**config.mk**
```make
export PLATFORM = sky130hd
export DESIGN_NAME = wb_multi_master_ctrl
export DESIGN_NICKNAME = d
export VERILOG_FILES = /design/src/rtl/wb_multi_master_ctrl.sv
export SDC_FILE = /design/constraint.sdc
export NUM_CORES = 1
export LEC_CHECK = 0
export BUFFER_PORTS_ARGS = -buffer_cell sky130_fd_sc_hd__buf_4
export CORE_AREA = 2 2 113 115
export DETAILED_ROUTE_END_ITERATION = 12
export DIE_AREA = 0 0 115 117
export PLACE_DENSITY_LB_ADDON = 0.12
export REMOVE_ABC_BUFFERS = 1
export SYNTH_ARGS = -nofsm -noshare
export SYNTH_HDL_FRONTEND = slang
export SYNTH_SLANG_ARGS = --single-unit
```
**constraint.sdc**
```tcl
create_clock -name clk -period 4.3 [get_ports clk]
set_input_delay 0.215 -clock clk [delete_from_list [all_inputs] [get_ports clk]]
set_output_delay 0.215 -clock clk [all_outputs]
set_load 0.02 [all_outputs]
```
**src/rtl/wb_multi_master_ctrl.sv**
```systemverilog
// Registered Wishbone master front-end: arbitrates N_MST requesters onto one bus,
// one transaction at a time, with a bus watchdog and per-master ack/err return.
module wb_multi_master_ctrl #(
  parameter int N_MST   = 2,
  parameter int AW      = 32,
  parameter int DW      = 32,
  parameter int RR_MODE = 1,
  parameter int TIMEOUT = 64,
  localparam int SW     = DW / 8
) (
  input  logic                clk,
  input  logic                rst,
  input  logic [N_MST-1:0]    m_req_i,
  input  logic [N_MST-1:0]    m_we_i,
  input  logic [N_MST*AW-1:0] m_adr_i,
  input  logic [N_MST*DW-1:0] m_dat_i,
  input  logic [N_MST*SW-1:0] m_sel_i,
  input  logic [N_MST-1:0]    m_mask_i,
  output logic [DW-1:0]       m_dat_o,
  output logic [N_MST-1:0]    m_ack_o,
  output logic [N_MST-1:0]    m_err_o,
  output logic [N_MST-1:0]    grant_o,
  output logic                busy_o,
  output logic                timeout_o,
  output logic [AW-1:0]       wb_adr_o,
  output logic [DW-1:0]       wb_dat_o,
  output logic [SW-1:0]       wb_sel_o,
  output logic                wb_we_o,
  output logic                wb_cyc_o,
  output logic                wb_stb_o,
  input  logic [DW-1:0]       wb_dat_i,
  input  logic                wb_ack_i,
  input  logic                wb_err_i
);

  // state  | meaning
  // S_IDLE | no owner; arbitrate eligible requesters and launch a cycle
  // S_BUS  | cyc/stb asserted, waiting for ack, err or watchdog expiry
  // S_RESP | ack/err pulse visible to the owner; grant still held

  localparam int PW    = (N_MST > 1) ? $clog2(N_MST) : 1;
  localparam int CW    = (TIMEOUT > 1) ? $clog2(TIMEOUT) : 1;
  localparam bit WD_EN = (TIMEOUT != 0);

  typedef enum logic [1:0] {S_IDLE, S_BUS, S_RESP} state_t;

  state_t           r_state;
  logic [PW-1:0]    r_ptr;
  logic [CW-1:0]    r_cnt;
  logic [N_MST-1:0] r_grant;
  logic [N_MST-1:0] r_ack;
  logic [N_MST-1:0] r_err;
  logic             r_busy;
  logic             r_timeout;
  logic [DW-1:0]    r_rdat;
  logic [AW-1:0]    r_adr;
  logic [DW-1:0]    r_wdat;
  logic [SW-1:0]    r_sel;
  logic             r_we;
  logic             r_cyc;
  logic             r_stb;

  logic [N_MST-1:0] w_elig;
  logic [PW-1:0]    w_win;
  logic             w_found;
  int               w_idx;
  logic [AW-1:0]    w_adr_arr [N_MST];
  logic [DW-1:0]    w_dat_arr [N_MST];
  logic [SW-1:0]    w_sel_arr [N_MST];

  for (genvar k = 0; k < N_MST; k++) begin : g_unpack
    assign w_adr_arr[k] = m_adr_i[k*AW +: AW];
    assign w_dat_arr[k] = m_dat_i[k*DW +: DW];
    assign w_sel_arr[k] = m_sel_i[k*SW +: SW];
  end

  assign w_elig = m_req_i & ~m_mask_i;

  // Round-robin scans upward from the slot after the last winner; fixed priority scans from 0.
  always_comb begin
    w_win   = '0;
    w_found = 1'b0;
    w_idx   = 0;
    for (int i = 0; i < N_MST; i++) begin
      if (RR_MODE != 0) begin
        w_idx = int'(r_ptr) + i + 1;
        if (w_idx >= N_MST) w_idx = w_idx - N_MST;
      end else begin
        w_idx = i;
      end
      if (!w_found && w_elig[PW'(w_idx)]) begin
        w_win   = PW'(w_idx);
        w_found = 1'b1;
      end
    end
  end

  always_ff @(posedge clk or posedge rst) begin
    if (rst) begin
      r_state   <= S_IDLE;
      r_ptr     <= PW'(N_MST - 1);
      r_cnt     <= '0;
      r_grant   <= '0;
      r_ack     <= '0;
      r_err     <= '0;
      r_busy    <= 1'b0;
      r_timeout <= 1'b0;
      r_rdat    <= '0;
      r_adr     <= '0;
      r_wdat    <= '0;
      r_sel     <= '0;
      r_we      <= 1'b0;
      r_cyc     <= 1'b0;
      r_stb     <= 1'b0;
    end else begin
      r_ack     <= '0;
      r_err     <= '0;
      r_timeout <= 1'b0;
      case (r_state)
        S_IDLE: begin
          if (w_found) begin
            r_adr   <= w_adr_arr[w_win];
            r_wdat  <= w_dat_arr[w_win];
            r_sel   <= w_sel_arr[w_win];
            r_we    <= m_we_i[w_win];
            r_cyc   <= 1'b1;
            r_stb   <= 1'b1;
            r_grant <= N_MST'(1) << w_win;
            r_busy  <= 1'b1;
            r_cnt   <= '0;
            if (RR_MODE != 0) r_ptr <= w_win;
            r_state <= S_BUS;
          end
        end
        S_BUS: begin
          // err outranks a simultaneous ack; the watchdog only fires on a silent cycle
          if (wb_err_i) begin
            r_err   <= r_grant;
            r_cyc   <= 1'b0;
            r_stb   <= 1'b0;
            r_state <= S_RESP;
          end else if (wb_ack_i) begin
            r_ack   <= r_grant;
            r_rdat  <= wb_dat_i;
            r_cyc   <= 1'b0;
            r_stb   <= 1'b0;
            r_state <= S_RESP;
          end else if (WD_EN && (r_cnt == CW'(TIMEOUT - 1))) begin
            r_err     <= r_grant;
            r_timeout <= 1'b1;
            r_cyc     <= 1'b0;
            r_stb     <= 1'b0;
            r_state   <= S_RESP;
          end else begin
            r_cnt <= r_cnt + CW'(1);
          end
        end
        S_RESP: begin
          r_grant <= '0;
          r_busy  <= 1'b0;
          r_state <= S_IDLE;
        end
        default: r_state <= S_IDLE;
      endcase
    end
  end

  assign m_dat_o   = r_rdat;
  assign m_ack_o   = r_ack;
  assign m_err_o   = r_err;
  assign grant_o   = r_grant;
  assign busy_o    = r_busy;
  assign timeout_o = r_timeout;
  assign wb_adr_o  = r_adr;
  assign wb_dat_o  = r_wdat;
  assign wb_sel_o  = r_sel;
  assign wb_we_o   = r_we;
  assign wb_cyc_o  = r_cyc;
  assign wb_stb_o  = r_stb;

endmodule

```
==> results by group, run 1 <==
Worst setup path
  • Cell Chain, Critical Path: or4b_4, a221o_1
  • CP Launch Type: flip-flop
  • Crit path max fanout: between 70 and 80
  • Buf+Inv Stages, Crit Path: 0
  • Delay-heaviest family, CP: simple AND/OR/NAND/NOR gates
  • Slowest stage delay, CP: 0.94 ns
  • Crit path DAT: about 2.3 ns
  • Crit Path Class: reg -> reg
  • Crit. End Element: flip-flop
  • Req. time, crit path: 4.58 ns
  • Slowest cell on crit path: or4b_4

Detailed routing
  • Post-Route WL: 15.2 mm
  • Vias per std cell: about 5.3
  • Vias: approximately 4,400
  • DRC viols: 0
  • Antenna-violating nets left: 0
  • Drt pass-1 iters: 4
  • DR iter-0 viols: about 280
  • Avg WL per Cell: around 18 um

Global routing
  • Most used routing layer: met2
  • GRT Total Usage: 0.222
  • Met3 Usage GRT: 0.0783
  • Largest net degree at the start of global routing: 86
  • Met1 usage: 0.257
  • Vias in the first global route: between 4,000 and 5,000
  • Initial antenna violation count: 0
  • GR Util met2: 0.380
  • First-pass GRT wire length: 23.0 mm
  • Congestion Overflow GR: 0

CTS
  • Clock buffer depth: 2
  • H-tree depth: 4
  • Reg clk slew, reported paths: roughly 0.060 ns
  • CTS root buf: clkbuf_16
  • Total clock sinks: about 120
  • CTS resizes: 0
  • Hold buffer count at CTS: 0
  • Post-CTS Setup Bufs: 0
  • CTS buffer count: 17
  • Clk Latency, worst-skew pair: between 0.4 and 0.5 ns
  • CTS tree: yes

Cells and area
  • Ant. Diodes: 0
  • Fin nets: approximately 850
  • Util after Layout: 0.634
  • Share of layout cells above drive strength 1: 0.535
  • Syn-to-layout area delta: 56.5%

Floorplanning
  • Row Count: 41
  • Die Area: around 13,000 sq um
  • I/O pins: about 290
  • Die outline width: ~120 um
  • Core footprint: 12,300 sq um
  • Die height: 117 um
  • Initial Utilization: 0.405

Placement
  • Post-DP HPWL: about 11 mm
  • GP Congestion: 0.758
  • Pre-CTS setup slack: around 2.3 ns
  • Buffers on Ports: 286

Synthesis
  • Post-synth top area cell: dfrtp_1
  • Seq/Total Area, Yosys: 0.597
  • Ys async rst share: 1.00
  • Cell variety after synth: 33
  • Number of synthesized flops with an enable pin: 0
  • Synth Flop Type: dfrtp_1
  • Synthesized area: roughly 5000 sq um
  • Synth Area per Inst: around 13 sq um
  • Yosys warns: 0
  • Dominant cells by area after synthesis: dfrtp_1 59%, a221o_1 13%, and3_1 8.4%, mux2_2 7.2%, clkbuf_1 2.0%
  • FF+latch count, synth: 119
  • Synth top area share: 0.591
  • Cells after Synth: ~390

Run status
  • Status: finished, final reports clean

Timing
  • Setup violators final: 0
  • Actual slew at the worst max-slew pin: ~1.0 ns
  • Final WS setup: roughly 2.2 ns
  • Worst slew margin: 0.305
  • Hold Vio Cnt, Final: 0
  • Minimum clock period: between 2 and 2.5 ns
  • RSZ-0062 raised after global routing: false
  • Max frequency: around 490 MHz
  • Clk_skew: 0.00692 ns
  • Max-slew violations: 0
  • Final period utilization: 0.479

Hold path
  • Hold crit path type: in -> reg

Pwr
  • Lkg Pwr: between 4 and 5 nW
  • Maximum vdd drop: ~0.25 mV
  • Pwr/cell area: about 630 nW/um^2

Run
  • Max-Cap Viols: 0
-- cell usage in the layout, fill, tap and decap left out, types with 2 or more instances in the layout --
cell / n
o21ai_0: 6
nand2_1: 10
nand2b_1: 2
a21oi_1: 5
clkinvlp_4: 6
mux2_2: 32
inv_6: 3
a221o_1: 66
mux2i_1: 2
o22ai_1: 5
buf_4: 292
o21a_1: 2
nor2_1: 10
and2_1: 4
nand3_1: 6
and3_1: 67
dfrtp_1: 118
nor3_1: 2
bufinv_16: 2
clkbuf_16: 17
clkinv_2: 2
inv_1: 4
-- logic make-up after synthesis --
| logic type | count (synthesis) | synth area share |
|---|---|---|
| flops | 119 | 0.597 |
| simple gates | 107 | 0.124 |
| compound gates | 90 | 0.162 |
| buf+inv | 42 | 0.0386 |
| mux | 34 | 0.0762 |
| fa+ha+maj | 1 | 0.00251 |
-- state kept, by name, indices dropped and copies added (netlist names) --
signal / count
r_state: 2
timeout_o: 1
grant_o: 2
m_ack_o: 2
m_err_o: 2
wb_cyc_o: 1
r_cnt: 6
r_ptr: 1
busy_o: 1
wb_adr_o: 32
wb_we_o: 1
m_dat_o: 32
wb_dat_o: 32
wb_sel_o: 4
-- path summary, 6_finish.rpt --
path                              startpoint      endpoint  slack (ns)  cells after the start
worst max-delay path              r_state[0]  wb_dat_o[30]        2.24                      2
worst min-delay path             m_dat_i[46]  wb_dat_o[14]        0.03                      2
worst max register to register    r_state[0]  wb_dat_o[30]        2.24                      2
worst min register to register  wb_dat_o[31]  wb_dat_o[31]        0.48                      2
max in group asynchronous                rst  wb_adr_o[17]        3.18                      3
min in group asynchronous                rst    m_dat_o[2]        0.07                      2
-- area by class of cell --
type / count / area, sq um
multi-input combinational: 232 / 1840
inverter: 5 / 21.3
clock buffer: 18 / 439
fill: 1026 / 4500
timing repair buffer: 292 / 2190
sequential: 119 / 2980
clock inverter: 14 / 150
tap: 150 / 188
-- per-layer routing --
layer  part of all wire  up-vias
met5                  0        -
met3              0.093       30
met1               0.39     2110
met2               0.49      211
li1                   -     2063
met4              0.027        0
-- cells in the mapped netlist (all sizes together) (2+ instances only) --
master	number
inv	5
or4b	2
nand3	6
and3	67
buf	11
nand2b	2
a221o	66
nor3	4
nand2	10
o22ai	5
dfrtp	118
mux2	32
nor2	10
o21a	2
o21ai	6
clkbuf	26
and2	4
mux2i	2
a21oi	5
-- report_power, final --
part / internal (mW) / switching, mW / leakage [nW]
sequential: 1.50 / 0.239 / 1.48
combinational: 0.868 / 0.927 / 2.33
clock: 0.871 / 0.527 / 0.271
-- metrics by stage --
| step | hold slack, ns | area [sq um] | setup TNS (ns) | instances | total power, mW |
|---|---|---|---|---|---|
| final | 0.0334 | 7810 | 0 | 830 | 4.93 |
| after global routing | 0.0186 | 7810 | 0 | 830 | 5.18 |
| after CTS | 0.0157 | 7810 | 0 | 830 | 4.99 |
| after detailed placement | 0.449 | 7220 | 0 | 798 | 3.57 |
| after global placement | 0.443 | 7220 | 0 | 798 | 3.53 |
| after floorplan | 0.360 | 4820 | -113.19 | 356 | 2.64 |
No activity file was read; power rests on OpenSTA's default activity.
==> inputs of run 2 (changes only) <==
Settings changed: ABC_AREA set to 1, CORE_AREA 2 2 113 115 to unset, CORE_MARGIN set to 2, CORE_UTILIZATION set to 40, DIE_AREA 0 0 115 117 to unset.
Clock period 4.3 ns to 1.8 ns, I/O delays scaled along.
==> run 2 against run 1 <==
  * Via count grew 41%
  * Critical path type unchanged
  * Synthesized area is 2.6% higher
  * Flip-flop and latch count stayed put
  * Critical path depth up 4
  * Largest cell class is now buffers
==> results by group, run 2 <==
Run status
  • Status: finished, final reports clean

Detailed routing
  • Post-Route WL: 21.6 mm (+42%)
  • Avg WL per Cell: 17.3 um (-5.5%)
  • Antenna-violating nets left: 0 (unchanged)
  • Drt pass-1 iters: 5 (+1)
  • Vias: 6,232 (+41%)
  • DRC viols: 0 (unchanged)
  • DR iter-0 viols: 362 (+28%)
  • Vias per std cell: 4.99 (-6.3%)

Worst setup path
  • Slowest cell on crit path: dlygate4sd3_1
  • Req. time, crit path: 2.14 ns (-2.44 ns)
  • Reg2reg setup slack: 0.15 ns (-2.09 ns)
  • Cell Chain, Critical Path: nor2_1, nand2_2, nor2_4, nand2_1, nand3_1, dlygate4sd3_1
  • Crit. End Element: flip-flop
  • Crit path DAT: 1.99 ns (-0.35 ns)
  • Slowest stage delay, CP: 0.54 ns (-0.40 ns)
  • Crit Path Class: reg -> reg
  • Crit path max fanout: 7 (-91%)
  • CP Launch Type: flip-flop

Synthesis
  • Top cells by instance count after synthesis: 295 x nand2_1, 118 x dfrtp_1, 104 x nand3_1
  • Count leader, synth: nand2_1
  • Cell variety after synth: 21 (-36%)
  • Dominant cells by area after synthesis: dfrtp_1 58%, nand2_1 22%, nand3_1 10%, buf_2 1.6%, inv_1 1.5%
  • Seq/Total Area, Yosys: 0.582 (-0.0149)
  • Synth top area share: 0.577 (-0.0147)
  • Synth Flop Type: dfrtp_1
  • Post-synth top area cell: dfrtp_1
  • Yosys warns: 0 (unchanged)
  • Synthesized area: 5120 sq um (+2.6%)
  • Synth Area per Inst: 8.34 sq um (-34%)
  • Ys async rst share: 1.00 (unchanged)
  • FF+latch count, synth: 119 (unchanged)
  • Number of synthesized flops with an enable pin: 0 (unchanged)
  • Cells after Synth: 614 (+56%)

Global routing
  • GRT Total Usage: 0.306 (+0.0837)
  • First-pass GRT wire length: 31.9 mm (+39%)
  • Congestion Overflow GR: 0 (unchanged)
  • Initial antenna violation count: 0 (unchanged)
  • Largest net degree at the start of global routing: 66 (-23%)
  • Vias in the first global route: 6,362 (+41%)

Floorplanning
  • I/O pins: 289 (unchanged)
  • Row Count: 41 (unchanged)
  • Initial Utilization: 0.407 (+0.00188)
  • Die Area: 13,700 sq um (+2.0%)
  • Die outline width: 117 um (+1.9%)
  • Die height: 117 um (+0.12%)
  • Core footprint: 12,600 sq um (+2.1%)

Pwr
  • Lkg Pwr: 5.04 nW (+24%)
  • Psw: 4.36 mW (+160%)
  • Sequential share of power: 0.336 (-0.017)
  • Internal power: 7.95 mW (+150%)
  • Maximum vdd drop: 0.986 mV (+300%)
  • Clock power share: 0.286 (+0.003)
  • Design Power: 12.3 mW (+150%)
  • Combinational power share: 0.378 (+0.014)
  • Pwr/cell area: 1270 nW/um^2 (+100%)
  • Sw Share: 0.354 (+0.0111)

Placement
  • DP Area: 7400 sq um (+2.5%)
  • Buffers on Ports: 286 (unchanged)
  • Post-DP HPWL: 11.7 mm (+9.7%)
  • Placed Cells: 1,048 (+31%)
  • GP Congestion: 0.801 (+5.6%)

CTS
  • CTS buffer count: 17 (unchanged)
  • CTS root buf: clkbuf_16
  • Clk Latency, worst-skew pair: 0.41 ns (about the same)
  • H-tree depth: 4 (unchanged)
  • Reg clk slew, reported paths: 0.05 ns (about the same)
  • Total clock sinks: 119 (unchanged)
  • CTS tree: yes
  • Post-CTS Setup Bufs: 0 (unchanged)
  • Clock buffer depth: 2 (unchanged)

Cells and area
  • Cell area after layout: 9720 sq um (+24%)
  • Most frequent cells in the layout: 294 x nand2_1, 292 x buf_4, 169 x dlygate4sd3_1, 118 x dfrtp_1, 104 x nand3_1
  • Share of layout cells above drive strength 1: 0.315 (-0.221)
  • Most common cell after layout, fill and taps aside: nand2_1
  • Fin nets: 1,243 (+47%)
  • Syn-to-layout area delta: 89.8%
  • Post-Layout Cell Count: 1,250 (+51%)

Timing
  • WHS: 0.0559 ns (+0.0224 ns)
  • Clk_skew: 0.00607 ns (-0.000857 ns)
  • Hold Vio Cnt, Final: 0 (unchanged)
  • Max-slew violations: 0 (unchanged)
  • Final period utilization: 0.915 (+0.436)
  • Setup violators final: 0 (unchanged)
  • Max frequency: 607 MHz (+25%)
  • Actual slew at the worst max-slew pin: 0.560 ns (-0.482 ns)
  • Minimum clock period: 1.65 ns (-0.413 ns)
  • Worst slew margin: 0.627 (+0.322)
  • RSZ-0062 raised after global routing: false
  • TNS Setup: 0 ns (unchanged)

Hold path
  • Hold crit path type: in -> reg

Run
  • Max-Cap Viols: 0 (unchanged)
[run 2: worst paths after layout]
check / cells after the start / endpoint / start
worst min register to register: 2 / m_dat_o[6] / m_dat_o[6]
max in group asynchronous: 4 / r_ptr / rst
worst min-delay path: 5 / wb_sel_o[3] / m_sel_i[3]
min in group asynchronous: 3 / r_cnt[3] / rst
worst max register to register: 6 / wb_sel_o[0] / r_state[0]
worst max-delay path: 6 / wb_sel_o[0] / r_state[0]
[run 2: cells by family after synthesis]
group,share of synthesized area
xor gates and xnor gates,0.00171
and+or+nand+nor,0.341
buffers and inverters,0.0567
DFF,0.582
adders and majority gates,0.00244
AOI/OAI and AO/OA,0.0159
[run 2: area by class of cell]
type / count / area [sq um]
Antenna cell: 1 / 2.50
Clock buffer: 23 / 498
Clock inverter: 9 / 120
Fill cell: 801 / 2850
Inverter: 21 / 81.3
Multi-Input combinational cell: 440 / 1860
Sequential cell: 119 / 2980
Tap cell: 172 / 215
Timing Repair Buffer: 465 / 3960
[run 2: routing by layer]
metal / track usage / wire length, um
met5: 0 / 0
met4: 0.199 / 1130
met3: 0.101 / 1800
met2: 0.516 / 10600
met1: 0.330 / 8060
[run 2: timing repair]
item,in CTS,in global routing
hold buffers,169,0
resized for setup,0,1
hold endpoints to repair,137,0
setup endpoints to repair,0,1
[run 2: critical path: cells and delay by family, from the launching register on]
family	cells	cell delay [ns]
AND/OR/NAND/NOR	5	0.62
buffers and inverters	1	0.54
flip-flops	1	0.42
[run 2: power by group through the flow]
stage	Clock (mW)	Combinational (mW)	Sequential [mW]
2_1_floorplan	0	0.962	5.14
3_5_place_dp	0	4.19	4.11
3_3_place_gp	0	4.12	4.06
4_1_cts	3.57	4.52	4.09
5_1_grt	3.73	4.95	4.24
6_report	3.52	4.66	4.14
[run 2: stage by stage]
step	util	setup slack, ns
floorplan	-	-1.45
global placement	0.589	0.313
detailed placement	0.589	0.267
CTS	0.773	0.102
global route	0.773	0.0695
finish	0.773	0.153
